### config.mk
export PLATFORM = sky130hd
export DESIGN_NAME = uart_cmd_ctrl
export DESIGN_NICKNAME = d
export VERILOG_FILES = /design/src/rtl/uart_ctrl_pkg.sv /design/src/rtl/uart_frame_timer.sv /design/src/rtl/uart_cmd_ctrl.sv
export SDC_FILE = /design/constraint.sdc
export NUM_CORES = 1
export LEC_CHECK = 0
export CAP_MARGIN = 20
export CORE_AREA = 2 2 46 69
export CTS_CLUSTER_DIAMETER = 50
export DETAILED_ROUTE_END_ITERATION = 10
export DIE_AREA = 0 0 48 71
export PLACE_DENSITY_LB_ADDON = 0.05
export RECOVER_POWER = 25
export SYNTH_ARGS = -nofsm -noshare
export SYNTH_HDL_FRONTEND = slang
export SYNTH_SLANG_ARGS = --single-unit
export TNS_END_PERCENT = 30
### constraint.sdc
create_clock -name CLK -period 1.65 [get_ports CLK]
set_input_delay 0.165 -clock CLK [delete_from_list [all_inputs] [get_ports CLK]]
set_output_delay 0.165 -clock CLK [all_outputs]
set_load 0.02 [all_outputs]
### src/rtl/uart_ctrl_pkg.sv
// Shared command codes, FSM state encoding and default widths for the UART command controller.
package uart_ctrl_pkg;

    localparam int unsigned DEF_DATA_WIDTH     = 8;
    localparam int unsigned DEF_ADDR_WIDTH     = 4;
    localparam int unsigned DEF_TIMEOUT_CYCLES = 1024;

    localparam logic [7:0] CMD_WR = 8'hAA;
    localparam logic [7:0] CMD_RD = 8'hBB;

    typedef enum logic [2:0] {
        ST_IDLE,
        ST_WR_ADDR,
        ST_WR_DATA,
        ST_RD_ADDR,
        ST_RD_WAIT,
        ST_TX_REQ,
        ST_TX_HOLD
    } ctrl_state_t;

endpackage

### src/rtl/uart_frame_timer.sv
// Inter-byte idle counter; saturates and flags expiry once TIMEOUT_CYCLES idle cycles have elapsed.
module uart_frame_timer
    import uart_ctrl_pkg::*;
#(
    parameter int unsigned TIMEOUT_CYCLES = DEF_TIMEOUT_CYCLES
) (
    input  logic clk,
    input  logic rst,
    input  logic clear,
    input  logic count_en,
    output logic expired
);

    localparam int unsigned CNT_W = $clog2(TIMEOUT_CYCLES + 1);

    logic [CNT_W-1:0] cnt;

    always_ff @(posedge clk) begin
        if (rst || clear || !count_en) begin
            cnt <= '0;
        end else if (!expired) begin
            cnt <= cnt + 1'b1;
        end
    end

    assign expired = (cnt == CNT_W'(TIMEOUT_CYCLES));

endmodule

### src/rtl/uart_cmd_ctrl.sv
// Frame parser / register-file sequencer between the UART datapath and the register file.
// Optional inter-byte frame timeout is enabled by defining FRAME_TIMEOUT_EN.
module uart_cmd_ctrl
    import uart_ctrl_pkg::*;
#(
    parameter int unsigned DATA_WIDTH     = DEF_DATA_WIDTH,
    parameter int unsigned ADDR_WIDTH     = DEF_ADDR_WIDTH,
    parameter int unsigned TIMEOUT_CYCLES = DEF_TIMEOUT_CYCLES
) (
    input  logic                  CLK,
    input  logic                  RST,
    input  logic [DATA_WIDTH-1:0] RX_P_DATA,
    input  logic                  RX_D_VLD,
    output logic [DATA_WIDTH-1:0] TX_P_DATA,
    output logic                  TX_D_VLD,
    input  logic                  TX_BUSY,
    output logic [ADDR_WIDTH-1:0] RF_ADDR,
    output logic [DATA_WIDTH-1:0] RF_WR_DATA,
    output logic                  RF_WR_EN,
    output logic                  RF_RD_EN,
    input  logic [DATA_WIDTH-1:0] RF_RD_DATA,
    input  logic                  RF_RD_VLD,
    output logic                  CTRL_BUSY,
    output logic                  CMD_ERR
);

    ctrl_state_t state;
    logic        addr_ok;
    logic        timed_out;

    assign addr_ok   = ((RX_P_DATA >> ADDR_WIDTH) == '0);
    assign CTRL_BUSY = (state != ST_IDLE);

`ifdef FRAME_TIMEOUT_EN
    logic counting;

    assign counting = (state == ST_WR_ADDR) || (state == ST_WR_DATA) || (state == ST_RD_ADDR);

    uart_frame_timer #(
        .TIMEOUT_CYCLES(TIMEOUT_CYCLES)
    ) u_frame_timer (
        .clk     (CLK),
        .rst     (RST),
        .clear   (RX_D_VLD),
        .count_en(counting),
        .expired (timed_out)
    );
`else
    localparam int unsigned timeout_cycles_unused = TIMEOUT_CYCLES;
    assign timed_out = 1'b0;
`endif

    always_ff @(posedge CLK) begin
        if (RST) begin
            state      <= ST_IDLE;
            TX_P_DATA  <= '0;
            TX_D_VLD   <= 1'b0;
            RF_ADDR    <= '0;
            RF_WR_DATA <= '0;
            RF_WR_EN   <= 1'b0;
            RF_RD_EN   <= 1'b0;
            CMD_ERR    <= 1'b0;
        end else begin
            RF_WR_EN <= 1'b0;
            RF_RD_EN <= 1'b0;
            CMD_ERR  <= 1'b0;
            case (state)
                ST_IDLE: begin
                    if (RX_D_VLD) begin
                        if (RX_P_DATA == DATA_WIDTH'(CMD_WR)) begin
                            state <= ST_WR_ADDR;
                        end else if (RX_P_DATA == DATA_WIDTH'(CMD_RD)) begin
                            state <= ST_RD_ADDR;
                        end
                    end
                end
                ST_WR_ADDR, ST_RD_ADDR: begin
                    if (RX_D_VLD) begin
                        if (addr_ok) begin
                            RF_ADDR <= RX_P_DATA[ADDR_WIDTH-1:0];
                            if (state == ST_RD_ADDR) begin
                                RF_RD_EN <= 1'b1;
                                state    <= ST_RD_WAIT;
                            end else begin
                                state <= ST_WR_DATA;
                            end
                        end else begin
                            CMD_ERR <= 1'b1;
                            state   <= ST_IDLE;
                        end
                    end else if (timed_out) begin
                        CMD_ERR <= 1'b1;
                        state   <= ST_IDLE;
                    end
                end
                ST_WR_DATA: begin
                    if (RX_D_VLD) begin
                        RF_WR_DATA <= RX_P_DATA;
                        RF_WR_EN   <= 1'b1;
                        state      <= ST_IDLE;
                    end else if (timed_out) begin
                        CMD_ERR <= 1'b1;
                        state   <= ST_IDLE;
                    end
                end
                ST_RD_WAIT: begin
                    CMD_ERR <= RX_D_VLD;
                    // Going straight to TX_HOLD when the transmitter is idle gives the one-cycle read-to-TX latency.
                    if (RF_RD_VLD) begin
                        TX_P_DATA <= RF_RD_DATA;
                        if (!TX_BUSY) begin
                            TX_D_VLD <= 1'b1;
                            state    <= ST_TX_HOLD;
                        end else begin
                            state <= ST_TX_REQ;
                        end
                    end
                end
                ST_TX_REQ: begin
                    CMD_ERR <= RX_D_VLD;
                    if (!TX_BUSY) begin
                        TX_D_VLD <= 1'b1;
                        state    <= ST_TX_HOLD;
                    end
                end
                ST_TX_HOLD: begin
                    CMD_ERR <= RX_D_VLD;
                    if (TX_BUSY) begin
                        TX_D_VLD <= 1'b0;
                        state    <= ST_IDLE;
                    end
                end
                default: state <= ST_IDLE;
            endcase
        end
    end

endmodule

==> summary.txt, run 1 <==
Pwr
  • Clock group share of total power: 0.313
  • Int Power: 0.9145 mW
  • Comb power frac: 0.128
  • Reg power frac: 0.558
  • Switching share of power: 0.2298
  • Largest vdd supply drop: approximately 520 uV
  • Power density over the cells: between 600 and 700 nW/um2
  • Sw Pwr: 0.2729 mW
  • Overall power: 1.187 mW
  • Leakage: 0.6673 nW

Clock network
  • H-tree Lvls: 1
  • Num CTS Buffers: 3
  • CTS tree: done
  • Reg clk slew, reported paths: 0.09 ns
  • # clock sinks: 27
  • Worst skew pair latency: approximately 0.27 ns
  • Post-CTS sizing: 3
  • Clock Tree Buf Depth: 2
  • Post-CTS Hold Fix Bufs: 0
  • Post-CTS setup buffers: 0
  • CTS root buf: clkbuf_8

Yosys
  • Synth Cell Area: 1144 um2
  • Synth top area share: 0.4726
  • Synth Area per Inst: around 9 um2
  • Ys flop type: dfxtp_1
  • Netlist cell types: 34
  • Ys async rst share: 0
  • Synth Instances: 127
  • Number of synthesized flops with an enable pin: 0
  • Top cells by area, synth: dfxtp_1 47%, mux2i_1 11%, nand2_1 5.9%
  • Synthesized flop and latch total: 27
  • Post-synth top cells: 27 x dfxtp_1, 18 x nand2_1, 18 x nor2_1
  • Most frequent cell after synthesis: dfxtp_1
  • Synth warn: 0
  • Mapped Nets: 148
  • Post-synth top area cell: dfxtp_1
  • Sequential share of the synthesized area: 0.4726

Detailed routing
  • Initial DRT Pass Iterations: 4
  • Avg WL per Cell: ~13 um
  • DR vias/cell: approximately 5.1
  • Vias: roughly 1100
  • DRT iter0 DRCs: 15
  • Drt drc: 0
  • ANT nets after route: 0
  • Final wirelength: 2.795 mm

Finish
  • Post-route core utilization: 0.6184
  • Final nets: 204
  • Area growth syn-to-layout: 54.27%
  • N_diodes: 0
  • Fin cells: 221
  • Layout Cell Area excl Fill: about 1800 um2
  • Layout cell share with drive strength beyond 1: 0.1154

Floorplanning
  • Chip Height: 71 um
  • Die area: roughly 3400 um2
  • Core area: 2853 um2
  • Ports: 46
  • Num rows: 24
  • Starting Density: 0.4009
  • Die span in x: 48 um

Global route
  • First-pass GRT wire length: between 4 and 5 mm
  • Total track usage: 0.1829
  • Largest net degree at the start of global routing: 28
  • Vias in the first global route: 1064
  • Antenna violations before repair: 0
  • Congestion Overflow GR: 0

Min path
  • Hold path depth: 2
  • Worst min-delay path class: flip-flop to flip-flop
  • HP Start: RF_WR_DATA[7]
  • End of the worst hold path: RF_WR_DATA[7]

Timing
  • Max Slew Vio Count: 0
  • Slew margin rel.: 0.7223
  • Worst Tran Pin Value: 0.4061 ns
  • Worst Skew: 0.009267 ns
  • Max Clock Freq: around 650 MHz
  • Clock period minus worst slack: 1.534 ns
  • Final hold violation count: 0
  • Unrepaired setup endpoints after global routing: false
  • Finish-stage setup viols: 0
  • Final period util: 0.9294

Setup path
  • Reg2reg path depth: 4
  • Crit-path max FO: 4
  • Register-to-register setup slack: 0.14 ns
  • CP arrival: approximately 1.7 ns
  • Req. time, crit path: 1.84 ns
  • Kind of critical path: input pin to flip-flop
  • Setup crit end kind: flip-flop
  • Crit start category: input pin
  • Reg2Reg Capture Point: state[1]
  • R2R Path Start: state[1]

Place
  • Port bufs: 45
  • Dpl hpwl: approximately 2.1 mm
  • Area after DPL: approximately 1700 um2
  • RD Place Congestion: 0.8130
  • Dpl cells: about 220

Outcome
  • Status: finished clean

Run
  • Max Cap Viol: 0
==> state kept, by name, summed over array words and instances (netlist names) <==
signal	flops
RF_RD_EN	1
RF_WR_DATA	8
TX_D_VLD	1
CMD_ERR	1
RF_ADDR	4
RF_WR_EN	1
TX_P_DATA	8
state	3
==> cell families (layout without fill, tap and decap cells) <==
kind of cell              after synthesis  count (layout)  share of synthesized area
xor gates and xnor gates                1               1                   0.007660
and+or+nand+nor                        53              53                     0.2287
muxes                                  13              13                     0.1138
buffers and inverters                  12              67                    0.04595
AOI/OAI and AO/OA                      21              21                     0.1313
DFF                                    27              27                     0.4726
==> layout by cell type, fill, tap and decap left out, drive strengths merged <==
cell | netlist | layout
buf | 2 | 12
clkdlybuf4s50 | 0 | 42
o21ai | 2 | 2
nand3 | 4 | 4
o221a | 1 | 1
nand2 | 18 | 18
nand4b | 1 | 1
a21oi | 11 | 11
a31oi | 1 | 1
o41ai | 1 | 1
a311oi | 1 | 1
a21o | 1 | 1
inv | 5 | 5
nand2b | 1 | 1
o31ai | 1 | 1
nor4bb | 1 | 1
nor4 | 1 | 1
or4b | 1 | 1
nor2b | 1 | 1
and3 | 1 | 1
a211oi | 1 | 1
nor3 | 2 | 2
xor2 | 1 | 1
or3b | 1 | 1
nand4 | 1 | 1
clkbuf | 5 | 5
mux2i | 13 | 13
nor2 | 19 | 19
dfxtp | 27 | 27
nor3b | 1 | 1
dlymetal6s2s | 0 | 1
dlygate4sd3 | 0 | 2
a2111oi | 1 | 1
==> routing by layer <==
metal	track usage	wire length, um	vias to the layer above
li1	-	-	546
met3	0.03316	135	8
met4	0.09910	84	0
met1	0.2261	1169	537
met2	0.2859	1407	38
met5	0	0	-
==> worst max-delay path by stage <==
stage / from / endpoint / slack (ns) / cells past startpoint
floorplan: state[0] / TX_P_DATA[2] / 0.22 / 5
global placement: RX_P_DATA[4] / state[1] / -0.06 / 5
detailed placement: RX_P_DATA[0] / state[1] / -0.17 / 6
CTS: state[2] / CTRL_BUSY / 0.004 / 3
global route: RX_P_DATA[0] / state[1] / 0.02 / 6
finish: RX_P_DATA[0] / state[1] / 0.12 / 6
==> final cells by class <==
type                    count  area, um2
clock buffers               4      45.04
fillers                   256       1089
well taps                  39      48.80
repair buffers             58      559.3
multi-input cells          88      550.5
flip-flops and latches     27      541.8
inverters                   5      18.77
==> critical path, cell delays in order <==
cell	delay [ns]
clkdlybuf4s50_1	0.48
xor2_1	0.19
o41ai_1	0.39
buf_4	0.20
a21oi_2	0.05
a311oi_1	0.25
==> per-stage QoR <==
step | hold WS (ns) | setup slack (ns) | TNS [ns]
after floorplan | 0.3010 | 0.2163 | 0
after global placement | 0.4441 | -0.05731 | -0.1048
after detailed placement | 0.4488 | -0.1663 | -0.3752
after CTS | 0.4618 | 0.004326 | 0
after global routing | 0.4809 | 0.01778 | 0
final | 0.4576 | 0.1164 | 0
==> power by group through the flow <==
stage	clock network, mW	registers [mW]	logic, mW
2_1_floorplan	0	0.679	0.0582
3_3_place_gp	0	0.678	0.151
3_5_place_dp	0	0.678	0.154
4_1_cts	0.383	0.663	0.156
5_1_grt	0.408	0.664	0.164
6_report	0.372	0.663	0.152
Note: power is estimated with default switching activity, not from simulation.
==> inputs of run 2 (changes only) <==
Settings changed: ABC_AREA set to 0.
==> results of run 2 <==
The final DEF is identical to that of run 1; final timing and power are the same.
